--- config.mk ---
export PLATFORM = sky130hd
export DESIGN_NAME = eth_mac_tx_ptp_ts
export DESIGN_NICKNAME = d
export VERILOG_FILES = /design/src/rtl/eth_mac_tx_ptp_ts_pkg.sv /design/src/rtl/eth_ptp_ts_fifo.sv /design/src/rtl/eth_mac_tx_ptp_ts.sv
export SDC_FILE = /design/constraint.sdc
export NUM_CORES = 1
export LEC_CHECK = 0
export CAP_MARGIN = 25
export CORE_MARGIN = 10
export CORE_UTILIZATION = 58
export DETAILED_ROUTE_END_ITERATION = 10
export PLACE_DENSITY = 0.85
export SLEW_MARGIN = 20
export SYNTH_ARGS = -nofsm -noshare
export SYNTH_HDL_FRONTEND = slang
export SYNTH_SLANG_ARGS = --single-unit
--- constraint.sdc ---
create_clock -name clk -period 19.39 [get_ports clk]
set_clock_uncertainty 0.1 [all_clocks]
set_input_delay 4.8475 -clock clk [delete_from_list [all_inputs] [get_ports clk]]
set_output_delay 4.8475 -clock clk [all_outputs]
set_load 0.03 [all_outputs]
--- src/rtl/eth_mac_tx_ptp_ts_pkg.sv ---
// eth_mac_tx_ptp_ts_pkg: shared tuser bit layout and default widths for the TX/RX PTP timestamp blocks
package eth_mac_tx_ptp_ts_pkg;
  localparam int USER_BAD_BIT = 0;
  localparam int USER_TAG_LSB = 1;
  localparam int DEF_DATA_WIDTH = 64;
  localparam int DEF_PTP_TS_WIDTH = 96;
  localparam int DEF_PTP_TAG_WIDTH = 16;
  localparam int DEF_TS_FIFO_DEPTH = 4;
  function automatic logic [15:0] sat_inc16(input logic [15:0] v);
    return &v ? v : v + 16'd1;
  endfunction
endpackage

--- src/rtl/eth_ptp_ts_fifo.sv ---
// eth_ptp_ts_fifo: valid/ready timestamp FIFO that drops new entries when full and not popping
module eth_ptp_ts_fifo #(
  parameter int DEPTH = 4,
  parameter int WIDTH = 112
) (
  input  logic             clk,
  input  logic             rst,
  input  logic             push,
  input  logic [WIDTH-1:0] push_data,
  input  logic             pop_ready,
  output logic [WIDTH-1:0] head_data,
  output logic             head_valid,
  output logic             drop
);
  localparam int AW = $clog2(DEPTH);
  logic [AW:0] wr_q, wr_d, rd_q, rd_d;
  logic [WIDTH-1:0] mem_q [DEPTH];
  logic empty, full, pop, wr_en;
  always_comb begin
    empty = wr_q == rd_q;
    full = (wr_q[AW] != rd_q[AW]) && (wr_q[AW-1:0] == rd_q[AW-1:0]);
    pop = !empty && pop_ready;
    wr_en = push && (!full || pop);
    drop = push && full && !pop;
    wr_d = wr_en ? wr_q + (AW+1)'(1) : wr_q;
    rd_d = pop ? rd_q + (AW+1)'(1) : rd_q;
  end
  assign head_valid = !empty;
  assign head_data = mem_q[rd_q[AW-1:0]];
  always_ff @(posedge clk) begin
    if (rst) begin
      wr_q <= '0;
      rd_q <= '0;
    end else begin
      wr_q <= wr_d;
      rd_q <= rd_d;
    end
  end
  always_ff @(posedge clk) begin
    if (wr_en) mem_q[wr_q[AW-1:0]] <= push_data;
  end
endmodule

--- src/rtl/eth_mac_tx_ptp_ts.sv ---
// eth_mac_tx_ptp_ts: TX skid buffer that timestamps each frame at SOF and commits the stamp on a good EOF
module eth_mac_tx_ptp_ts
  import eth_mac_tx_ptp_ts_pkg::*;
#(
  parameter int DATA_WIDTH = DEF_DATA_WIDTH,
  parameter int KEEP_WIDTH = DATA_WIDTH / 8,
  parameter int PTP_TS_WIDTH = DEF_PTP_TS_WIDTH,
  parameter int PTP_TAG_WIDTH = DEF_PTP_TAG_WIDTH,
  parameter int TS_FIFO_DEPTH = DEF_TS_FIFO_DEPTH,
  parameter int USER_WIDTH = PTP_TAG_WIDTH + 1
) (
  input  logic                     clk,
  input  logic                     rst,
  input  logic [DATA_WIDTH-1:0]    s_axis_tdata,
  input  logic [KEEP_WIDTH-1:0]    s_axis_tkeep,
  input  logic                     s_axis_tlast,
  input  logic [USER_WIDTH-1:0]    s_axis_tuser,
  input  logic                     s_axis_tvalid,
  output logic                     s_axis_tready,
  output logic [DATA_WIDTH-1:0]    m_axis_tdata,
  output logic [KEEP_WIDTH-1:0]    m_axis_tkeep,
  output logic                     m_axis_tlast,
  output logic [USER_WIDTH-1:0]    m_axis_tuser,
  output logic                     m_axis_tvalid,
  input  logic                     m_axis_tready,
  input  logic [PTP_TS_WIDTH-1:0]  ptp_time,
  output logic [PTP_TS_WIDTH-1:0]  m_axis_ts,
  output logic [PTP_TAG_WIDTH-1:0] m_axis_ts_tag,
  output logic                     m_axis_ts_valid,
  input  logic                     m_axis_ts_ready,
  output logic                     ts_drop,
  output logic [15:0]              drop_count
);
  localparam int BW = DATA_WIDTH + KEEP_WIDTH + 1 + USER_WIDTH;
  localparam int FW = PTP_TS_WIDTH + PTP_TAG_WIDTH;
  logic m_valid_q, m_valid_d, skid_valid_q, skid_valid_d, sof_q, sof_d, ts_drop_q, ts_drop_d;
  logic [BW-1:0] m_data_q, m_data_d, skid_q, skid_d, in_beat;
  logic [FW-1:0] pend_q, pend_d, cur_entry, push_data;
  logic [15:0] drop_count_q, drop_count_d;
  logic accept, load, push, fifo_drop;
  assign s_axis_tready = !skid_valid_q && !rst;
  always_comb begin
    in_beat = {s_axis_tdata, s_axis_tkeep, s_axis_tlast, s_axis_tuser};
    accept = s_axis_tvalid && s_axis_tready;
    load = !m_valid_q || m_axis_tready;
    m_valid_d = load ? (skid_valid_q || accept) : m_valid_q;
    m_data_d = load ? (skid_valid_q ? skid_q : in_beat) : m_data_q;
    skid_valid_d = load ? 1'b0 : (skid_valid_q || accept);
    skid_d = (!load && accept) ? in_beat : skid_q;
    cur_entry = {ptp_time, s_axis_tuser[USER_TAG_LSB +: PTP_TAG_WIDTH]};
    sof_d = accept ? s_axis_tlast : sof_q;
    pend_d = (accept && sof_q) ? cur_entry : pend_q;
    push = accept && s_axis_tlast && !s_axis_tuser[USER_BAD_BIT];
    // a single-beat frame commits the stamp taken on that very beat
    push_data = sof_q ? cur_entry : pend_q;
    ts_drop_d = fifo_drop;
    drop_count_d = fifo_drop ? sat_inc16(drop_count_q) : drop_count_q;
  end
  always_ff @(posedge clk) begin
    if (rst) begin
      m_valid_q <= 1'b0;
      skid_valid_q <= 1'b0;
      sof_q <= 1'b1;
      ts_drop_q <= 1'b0;
      drop_count_q <= '0;
    end else begin
      m_valid_q <= m_valid_d;
      skid_valid_q <= skid_valid_d;
      sof_q <= sof_d;
      ts_drop_q <= ts_drop_d;
      drop_count_q <= drop_count_d;
    end
  end
  always_ff @(posedge clk) begin
    m_data_q <= m_data_d;
    skid_q <= skid_d;
    pend_q <= pend_d;
  end
  assign {m_axis_tdata, m_axis_tkeep, m_axis_tlast, m_axis_tuser} = m_data_q;
  assign m_axis_tvalid = m_valid_q;
  assign ts_drop = ts_drop_q;
  assign drop_count = drop_count_q;
  eth_ptp_ts_fifo #(.DEPTH(TS_FIFO_DEPTH), .WIDTH(FW)) u_fifo (
    .clk(clk),
    .rst(rst),
    .push(push),
    .push_data(push_data),
    .pop_ready(m_axis_ts_ready),
    .head_data({m_axis_ts, m_axis_ts_tag}),
    .head_valid(m_axis_ts_valid),
    .drop(fifo_drop)
  );
endmodule

==> impl_metrics.csv, run 1 <==
group,metric,value,unit
timing,final-setup-viol-count,0,
clock_network,cts_setup_buffers,0,
cells_and_area,drive_gt1_share,25.06,%
drt,met3_length,7202,µm
critical_path,worst_ep_required_time,14.44,ns
placed_design,placed_cell_area,33550,µm²
synth,synth_nets,1461,
grt,antenna_found_initial,3,
drt,drt-initial-drc-count,1473,
floorplan,num_io_pins,413,
timing,hold_slack,0.4144,ns
cells_and_area,final_nets,1913,
floorplan,start_util,58.58,%
drt,vias_per_cell,5.932,
drt,wl_met2,34340,µm
drt,routed.top_layer,"met5",
timing,worst_slack,7.518,ns
placed_design,post-place-ws,7.604,ns
clock_network,cts_resized,0,
floorplan,die_x,242.1,µm
synth,syn_area_per_cell,22.64,µm²
synth,ys_ff_latch,768,
cells_and_area,stdcell_count,2433,
clock_network,clockBufferDepth,3,
timing,max_freq,84.23,MHz
pwr,ir_worst_vdd,0.08820,mV
clock_network,cts_tree,"built",
critical_path,rr_startpoint,"skid_valid_q",
critical_path,worst_setup_path_start_kind,"input port",
grt,track_usage,23.21,%
grt,grt_start_max_net_pins,63,
timing,final_hold_viol_count,0,
clock_network,cts.sinks,768,
worst_hold_path,min_from,"drop_count[15]",
critical_path,critPathKind,"input port to primary output",
clock_network,cts_hold_buf,0,
critical_path,crit_slowest_cell,"clkdlybuf4s50_1",
timing,layout_min_cycle_time,11.87,ns
critical_path,r2r_cells,4,
worst_hold_path,min_to,"drop_count[15]",
drt,wl,67810,µm
clock_network,cts_buffers,76,
timing,drv_slew,0,
synth,netlist-cell-type-count,41,
timing,fin_crit_sh,61.23,%
worst_hold_path,holdCritPathClass,"register to register",
clock_network,clock_latency,0.61,ns
drt,vias,14430,
timing,grt_setup_unrepaired,"no",
placed_design,dpl.hpwl,40820,µm
synth,synth_ff_type,"edfxtp_1",
clock_network,cts-htree-levels,3,
critical_path,crit_top_cell,"clkdlybuf4s50_1",
pwr,total_leakage_power,0.01152,µW
synth,synth_edf_count,740,
cells_and_area,multi_input_area,5623,µm²
critical_path,rrSetupSlack,15.90,ns
placed_design,gp_congestion,0.8000,
cells_and_area,stdcell_area,35920,µm²
drt,drcViolationCount,0,
clock_network,path_clk_slew,0.06,ns
timing,maxSlewHeadroom,30.43,%
drt,postRouteAntennaNets,0,
clock_network,cts-root-buf,"clkbuf_16",
cells_and_area,num-fill-cells,2683,
synth,async_flop_share,0,%
flow_run,maxCapViolations,0,
critical_path,crit_path_max_incr_delay,0.94,ns
critical_path,crit_chain,"clkdlybuf4s50_1, nor2_4, clkdlybuf4s50_1",
floorplan,rows,81,
timing,timing.setup.tns,0,ns
worst_hold_path,whs_path_depth,1,
synth,ys_warn_count,0,
critical_path,r2r-end,"u_fifo.mem_q[1][78]",
critical_path,endpoint_kind,"primary output",
critical_path,path_max_fanout,25,
pwr,cellPowerDensity,99.58,nW/µm²
synth,synth_cells,1264,
placed_design,io_buffers,412,
floorplan,fp.coreArea,48850,µm²
timing,worst_pin_slew,1.044,ns
drt,drtPass1Iterations,7,
placed_design,placed_cells_incl_taps,2300,
drt,wl_per_cell,27.87,µm
cells_and_area,area_growth,25.53,%
run_status,outcome,"finished, final reports clean",
critical_path,arrival,6.92,ns
synth,syn-cell-area,28620,µm²
floorplan,dieHeight,242.1,µm
grt,grt_first_pass_wirelength,102500,µm
grt,overflow,0,
floorplan,die_area,58620,µm²
synth,yosysSeqAreaShare,79.61,%
drt,met1_length,25130,µm
cells_and_area,seqCellArea,22800,µm²
grt,grt_pass1_vias,15660,
-- logic make-up (layout without fill, tap and decap cells) --
family / count (synthesis) / in the layout / share of synthesized area (%)
flip-flops: 768 / 768 / 79.61
buffers and inverters: 60 / 564 / 0.8613
adder cells (fa/ha/maj): 6 / 6 / 0.2623
other: 0 / 1 / 0
AO/OA/AOI/OAI: 22 / 22 / 0.4372
multiplexers: 318 / 318 / 16.91
AND/OR/NAND/NOR: 80 / 80 / 1.587
XOR/XNOR: 10 / 10 / 0.3323
-- per-stage QoR --
step                utilization (%)  total power (µW)
detailed placement            68.67              2213
finish                        73.54              3577
CTS                           73.45              3604
floorplan                         -              2071
global placement              68.56              2201
global route                  73.54              3683
-- state kept, by name, indices dropped and copies added (netlist names), named ones only --
signal,flops
drop_count,16
m_axis_tvalid,1
m_data_q,90
pend_q,112
skid_q,90
skid_valid_q,1
sof_q,1
ts_drop,1
u_fifo.mem_q,448
u_fifo.rd_q,3
u_fifo.wr_q,3
-- worst max-delay path by stage --
stage,to,cells past startpoint,slack [ns],from
2_1_floorplan,skid_q[0],2,7.73,m_axis_tready
3_3_place_gp,s_axis_tready,3,7.65,rst
3_5_place_dp,s_axis_tready,3,7.60,rst
4_1_cts,s_axis_tready,3,7.57,rst
5_1_grt,s_axis_tready,3,7.47,rst
6_report,s_axis_tready,3,7.52,rst
-- cells in the mapped netlist, types with 5 or more instances --
cell type | number | area (µm²)
ha_1 | 6 | 75.07
inv_1 | 5 | 18.77
edfxtp_1 | 740 | 22220
nand3_1 | 12 | 60.06
a21oi_1 | 11 | 55.05
dfxtp_1 | 28 | 560.5
mux2_2 | 203 | 2286
mux4_2 | 112 | 2522
buf_2 | 13 | 65.06
or3_1 | 7 | 43.79
nor2_1 | 17 | 63.81
nand2_1 | 10 | 37.54
o21ai_0 | 5 | 25.02
clkbuf_1 | 36 | 135.1
xor2_1 | 5 | 43.79
-- metal layers --
layer	global-route usage (%)	vias up
met5	0	-
met2	38.16	702
met1	28.73	7502
met3	8.829	92
met4	5.752	4
li1	-	6133
-- power by group --
part / internal (µW) / switching [µW] / total (µW)
clock: 811 / 586 / 1400
sequential: 1870 / 16.2 / 1880
combinational: 138 / 160 / 298
total: 2820 / 762 / 3580
-- critical path: cells and delay by family --
| family | cells | cell delay, ns |
|---|---|---|
| buf+inv | 2 | 1.67 |
| simple gates | 1 | 0.40 |
-- final cells by class --
| type | instances | area share (%) |
|---|---|---|
| Inverter | 5 | 0.05224 |
| Timing Repair Buffer | 429 | 12.02 |
| Sequential cell | 768 | 63.46 |
| Clock buffer | 100 | 5.841 |
| Tap cell | 664 | 2.313 |
| Antenna cell | 1 | 0.006966 |
| Multi-Input combinational cell | 436 | 15.65 |
| Clock inverter | 30 | 0.6583 |
-- cells in the final DEF (no fill, tap or decap), drive strengths merged, types with 3 or more instances in the layout --
cell           count
edfxtp           740
clkdlybuf4s50    412
mux2             203
mux4             112
clkbuf           100
dfxtp             28
clkinv            24
nor2              18
buf               17
nand3             13
a21oi             11
nand2             10
and3               8
or3                7
ha                 6
inv                6
xor2               5
o21ai              5
xnor2              5
nand4              4
nor3               4
nor4               4
bufinv             4
or4                3
o31ai              3
mux2i              3
Note: power is estimated with default switching activity, not from simulation.
==> run 2, diff against run 1 <==
- CORE_UTILIZATION: 58 -> 54
- PLACE_DENSITY: 0.85 -> 0.8
- clock period: 19.39 -> 11.7 ns (I/O delays scaled with it)
==> impl_metrics.csv, run 2 (synthesis results as in run 1) <==
group,metric,value,unit
critical_path,crit_top_cell,"clkdlybuf4s50_1",
pwr,cellPowerDensity,168.3,nW/µm²
grt,antenna_found_initial,2,
clock_network,clockBufferDepth,3,
critical_path,crit_path_max_incr_delay,0.91,ns
cells_and_area,fin_util,68.80,%
flow_run,maxCapViolations,0,
grt,grt_first_pass_wirelength,96200,µm
critical_path,crit_slowest_cell,"clkdlybuf4s50_1",
critical_path,rr_startpoint,"skid_valid_q",
placed_design,dpl.hpwl,38770,µm
grt,overflow,0,
floorplan,start_util,54.45,%
critical_path,arrival,4.93,ns
timing,fin_crit_sh,67.97,%
pwr,combPwrFrac,8.0,%
clock_network,path_clk_slew,0.06,ns
critical_path,critPathKind,"input port to primary output",
clock_network,cts_tree,"built",
worst_hold_path,holdCritPathClass,"register to register",
grt,track_usage,20.09,%
placed_design,placed_cells_incl_taps,2322,
floorplan,die_area,62600,µm²
floorplan,rows,84,
critical_path,crit_chain,"clkdlybuf4s50_1, nor2_4, clkdlybuf4s50_1",
cells_and_area,num-fill-cells,3187,
drt,postRouteAntennaNets,0,
drt,wl_per_cell,25.62,µm
timing,timing.setup.tns,0,ns
critical_path,endpoint_kind,"primary output",
timing,maxSlewHeadroom,32.17,%
critical_path,rrSetupSlack,8.26,ns
clock_network,cts-htree-levels,3,
cells_and_area,largest_reg_flops,448,
pwr,ir_worst_vdd,0.1388,mV
drt,drtPass1Iterations,5,
timing,layout_min_cycle_time,7.952,ns
timing,worst_pin_slew,1.017,ns
critical_path,worst_ep_required_time,8.68,ns
timing,max_freq,125.7,MHz
floorplan,fp.coreArea,52550,µm²
cells_and_area,final_nets,1911,
grt,grt_start_max_net_pins,68,
cells_and_area,stdcell_count,2468,
critical_path,path_max_fanout,25,
clock_network,cts_resized,0,
clock_network,cts-root-buf,"clkbuf_16",
critical_path,worst_setup_path_start_kind,"input port",
drt,drcViolationCount,0,
critical_path,crit_buf_inv,2,
timing,worst_slack,3.748,ns
floorplan,num_io_pins,413,
placed_design,post-place-ws,3.765,ns
clock_network,cts_hold_buf,0,
timing,drv_slew,0,
clock_network,cts.sinks,768,
worst_hold_path,min_from,"u_fifo.wr_q[2]",
critical_path,startpoint,"rst",
drt,wl,63220,µm
timing,final-setup-viol-count,0,
cells_and_area,area_growth,26.35,%
pwr,p_clk_share,40.8,%
grt,grt_pass1_vias,15040,
cells_and_area,final_common_cell,"edfxtp_1",
drt,vias,14010,
timing,hold_slack,0.3850,ns
drt,vias_per_cell,5.675,
placed_design,io_buffers,412,
cells_and_area,layout_common_cells,"740 x edfxtp_1, 412 x clkdlybuf4s50_1, 203 x mux2_2",
placed_design,gp_congestion,0.7775,
clock_network,cts_setup_buffers,0,
clock_network,clock_latency,0.61,ns
drt,drt-initial-drc-count,1201,
timing,final_hold_viol_count,0,
floorplan,die_x,250.2,µm
pwr,p_sw,1294,µW
critical_path,path_delay_family,"buffers and inverters",
timing,grt_setup_unrepaired,"no",
pwr,total_leakage_power,0.01163,µW
cells_and_area,drive_gt1_share,26.32,%
floorplan,dieHeight,250.2,µm
clock_network,cts_buffers,76,
pwr,p_sw_share,21.27,%
pwr,intPower,4791,µW
run_status,outcome,"finished, final reports clean",
pwr,share_seq_of_total_power,51.3,%
-- run 2: cell types whose count changed in the layout (fill, tap and decap cells not counted), sizes merged --
cell	change
bufinv	+5
buf	-2
inv	+2
diode	+1
clkinv	+8
clkinvlp	+4
clkbuf	-7
-- run 2: layout make-up --
class	count	area (µm²)	share of cell area (%)
timing repair buffer	427	4269	11.81
clock buffer	93	2079	5.751
multi-input combinational	436	5623	15.55
tap	688	860.8	2.381
antenna	2	5.005	0.01384
sequential	768	22800	63.05
inverter	5	18.77	0.05191
clock inverter	49	503.0	1.391
-- run 2: path summary, 6_finish.rpt --
check / endpoint / cells past startpoint
worst max-delay path: s_axis_tready / 3
worst min-delay path: u_fifo.wr_q[2] / 2
worst max register to register: u_fifo.mem_q[2][93] / 4
worst min register to register: u_fifo.wr_q[2] / 2
-- run 2: power by group through the flow --
stage	sequential [µW]	clock, µW	combinational, µW
2_1_floorplan	3220	0	214
3_3_place_gp	3180	0	474
3_5_place_dp	3180	0	484
4_1_cts	3120	2530	488
5_1_grt	3120	2630	515
6_report	3120	2480	486
-- run 2: tightest hold or removal path: cells and delay by family, from the launching register on --
family | cells | cell delay [ns]
flip-flops | 1 | 0.33
multiplexers | 1 | 0.05
AND/OR/NAND/NOR | 1 | 0.06
-- run 2: per-stage QoR --
step,power (µW),cell area [µm²]
floorplan,3433,28620
global placement,3652,33520
detailed placement,3664,33520
CTS,6142,36100
global route,6271,36150
finish,6085,36160
-- run 2: per-layer routing --
metal,up-vias,track usage [%],share of wire (%)
met4,2,6.627,2.1
met5,-,0,0.017
met3,71,9.219,12
met1,7177,24.94,38
met2,622,30.96,48
li1,6135,-,-
==> run 3, diff against run 2 <==
- clock period: 11.7 -> 8.2 ns (I/O delays scaled with it)
==> impl_metrics.csv, run 3 (synthesis results as in run 1) <==
group,metric,value,unit
drt,vias_per_cell,5.707,
grt,grt_first_pass_wirelength,95930,µm
critical_path,endpoint_kind,"primary output",
clock_network,path_clk_slew,0.06,ns
floorplan,start_util,54.45,%
timing,final-setup-viol-count,0,
cells_and_area,area_growth,26.02,%
drt,drcViolationCount,0,
placed_design,placed_cells_incl_taps,2324,
timing,hold_slack,0.3891,ns
pwr,total_leakage_power,0.01158,µW
timing,timing.setup.tns,0,ns
cells_and_area,stdcell_count,2463,
grt,grt_start_max_net_pins,76,
floorplan,fp.coreArea,52550,µm²
grt,track_usage,20.06,%
drt,vias,14060,
timing,worst_pin_slew,1.040,ns
grt,antenna_found_initial,2,
clock_network,cts-htree-levels,3,
placed_design,io_buffers,412,
critical_path,worst_setup_path_start_kind,"input port",
critical_path,crit_chain,"clkdlybuf4s50_1, nor2_4, clkdlybuf4s50_1",
timing,drv_slew,0,
clock_network,cts_hold_buf,0,
timing,grt_setup_unrepaired,"no",
critical_path,crit_slowest_cell,"clkdlybuf4s50_1",
floorplan,rows,84,
critical_path,path_max_fanout,25,
cells_and_area,largest_reg_flops,448,
drt,wl_per_cell,25.64,µm
clock_network,cts_setup_buffers,0,
cells_and_area,layout_common_cells,"740 x edfxtp_1, 412 x clkdlybuf4s50_1, 203 x mux2_2",
cells_and_area,final_nets,1912,
cells_and_area,antenna_cells,0,
cells_and_area,drive_gt1_share,25.35,%
pwr,cellPowerDensity,237.9,nW/µm²
grt,grt_pass1_vias,14920,
drt,postRouteAntennaNets,0,
placed_design,dpl.hpwl,39400,µm
floorplan,num_io_pins,413,
placed_design,gp_congestion,0.8273,
timing,maxSlewHeadroom,30.67,%
floorplan,dieHeight,250.2,µm
critical_path,rrSetupSlack,5.32,ns
drt,drt-initial-drc-count,1242,
flow_run,maxCapViolations,0,
timing,fin_crit_sh,75.83,%
clock_network,clockBufferDepth,3,
timing,layout_min_cycle_time,6.218,ns
critical_path,crit_top_cell,"clkdlybuf4s50_1",
drt,wl,63150,µm
pwr,ir_worst_vdd,0.1927,mV
drt,drtPass1Iterations,7,
grt,overflow,0,
critical_path,critPathKind,"input port to primary output",
clock_network,cts-root-buf,"clkbuf_16",
clock_network,cts_resized,0,
worst_hold_path,holdCritPathClass,"register to register",
clock_network,clock_latency,0.62,ns
cells_and_area,final_common_cell,"edfxtp_1",
clock_network,cts_tree,"built",
clock_network,cts.sinks,768,
floorplan,die_x,250.2,µm
critical_path,crit_path_max_incr_delay,0.90,ns
run_status,outcome,"finished, final reports clean",
floorplan,die_area,62600,µm²
timing,final_hold_viol_count,0,
timing,max_freq,160.8,MHz
critical_path,worst_ep_required_time,6.05,ns
critical_path,arrival,4.07,ns
clock_network,cts_buffers,77,
[run 3: power breakdown]
group	internal (µW)	switching, µW
combinational	324	367
clock	2020	1420
sequential	4410	40.0
[run 3: layout make-up]
type | count | area [µm²]
clock inverter | 38 | 375.4
tap | 688 | 860.8
inverter | 5 | 18.77
sequential | 768 | 22800
multi-input combinational | 436 | 5623
timing repair buffer | 427 | 4299
clock buffer | 101 | 2090
fill | 3205 | 16490
[run 3: routing by layer]
layer  global-route usage [%]  wire, µm  vias up
met4                    6.558      1570        4
met5                        0        35        -
met1                    25.62     24520     7189
li1                         -         -     6129
met2                    31.40     30480      631
met3                    7.516      6536      103
[run 3: per-stage QoR]
step | util (%) | instance area [µm²] | worst slack, ns | total power (µW)
4_1_cts | 68.63 | 36060 | 2.002 | 8669
3_5_place_dp | 63.94 | 33600 | 2.003 | 5232
3_3_place_gp | 63.94 | 33600 | 2.023 | 5213
5_1_grt | 68.63 | 36060 | 1.880 | 8841
2_1_floorplan | - | 28620 | 0.3630 | 4897
6_report | 68.63 | 36060 | 1.982 | 8579
[run 3: worst paths after layout]
kind | startpoint | endpoint | cells after the start
max | rst | s_axis_tready | 3
min | u_fifo.wr_q[2] | u_fifo.wr_q[2] | 2
max reg2reg | skid_valid_q | u_fifo.mem_q[3][11] | 4
min reg2reg | u_fifo.wr_q[2] | u_fifo.wr_q[2] | 2
[run 3: critical path: cells and delay by family]
family        cells  cell delay [ns]
simple gates      1             0.37
buf+inv           2             1.64
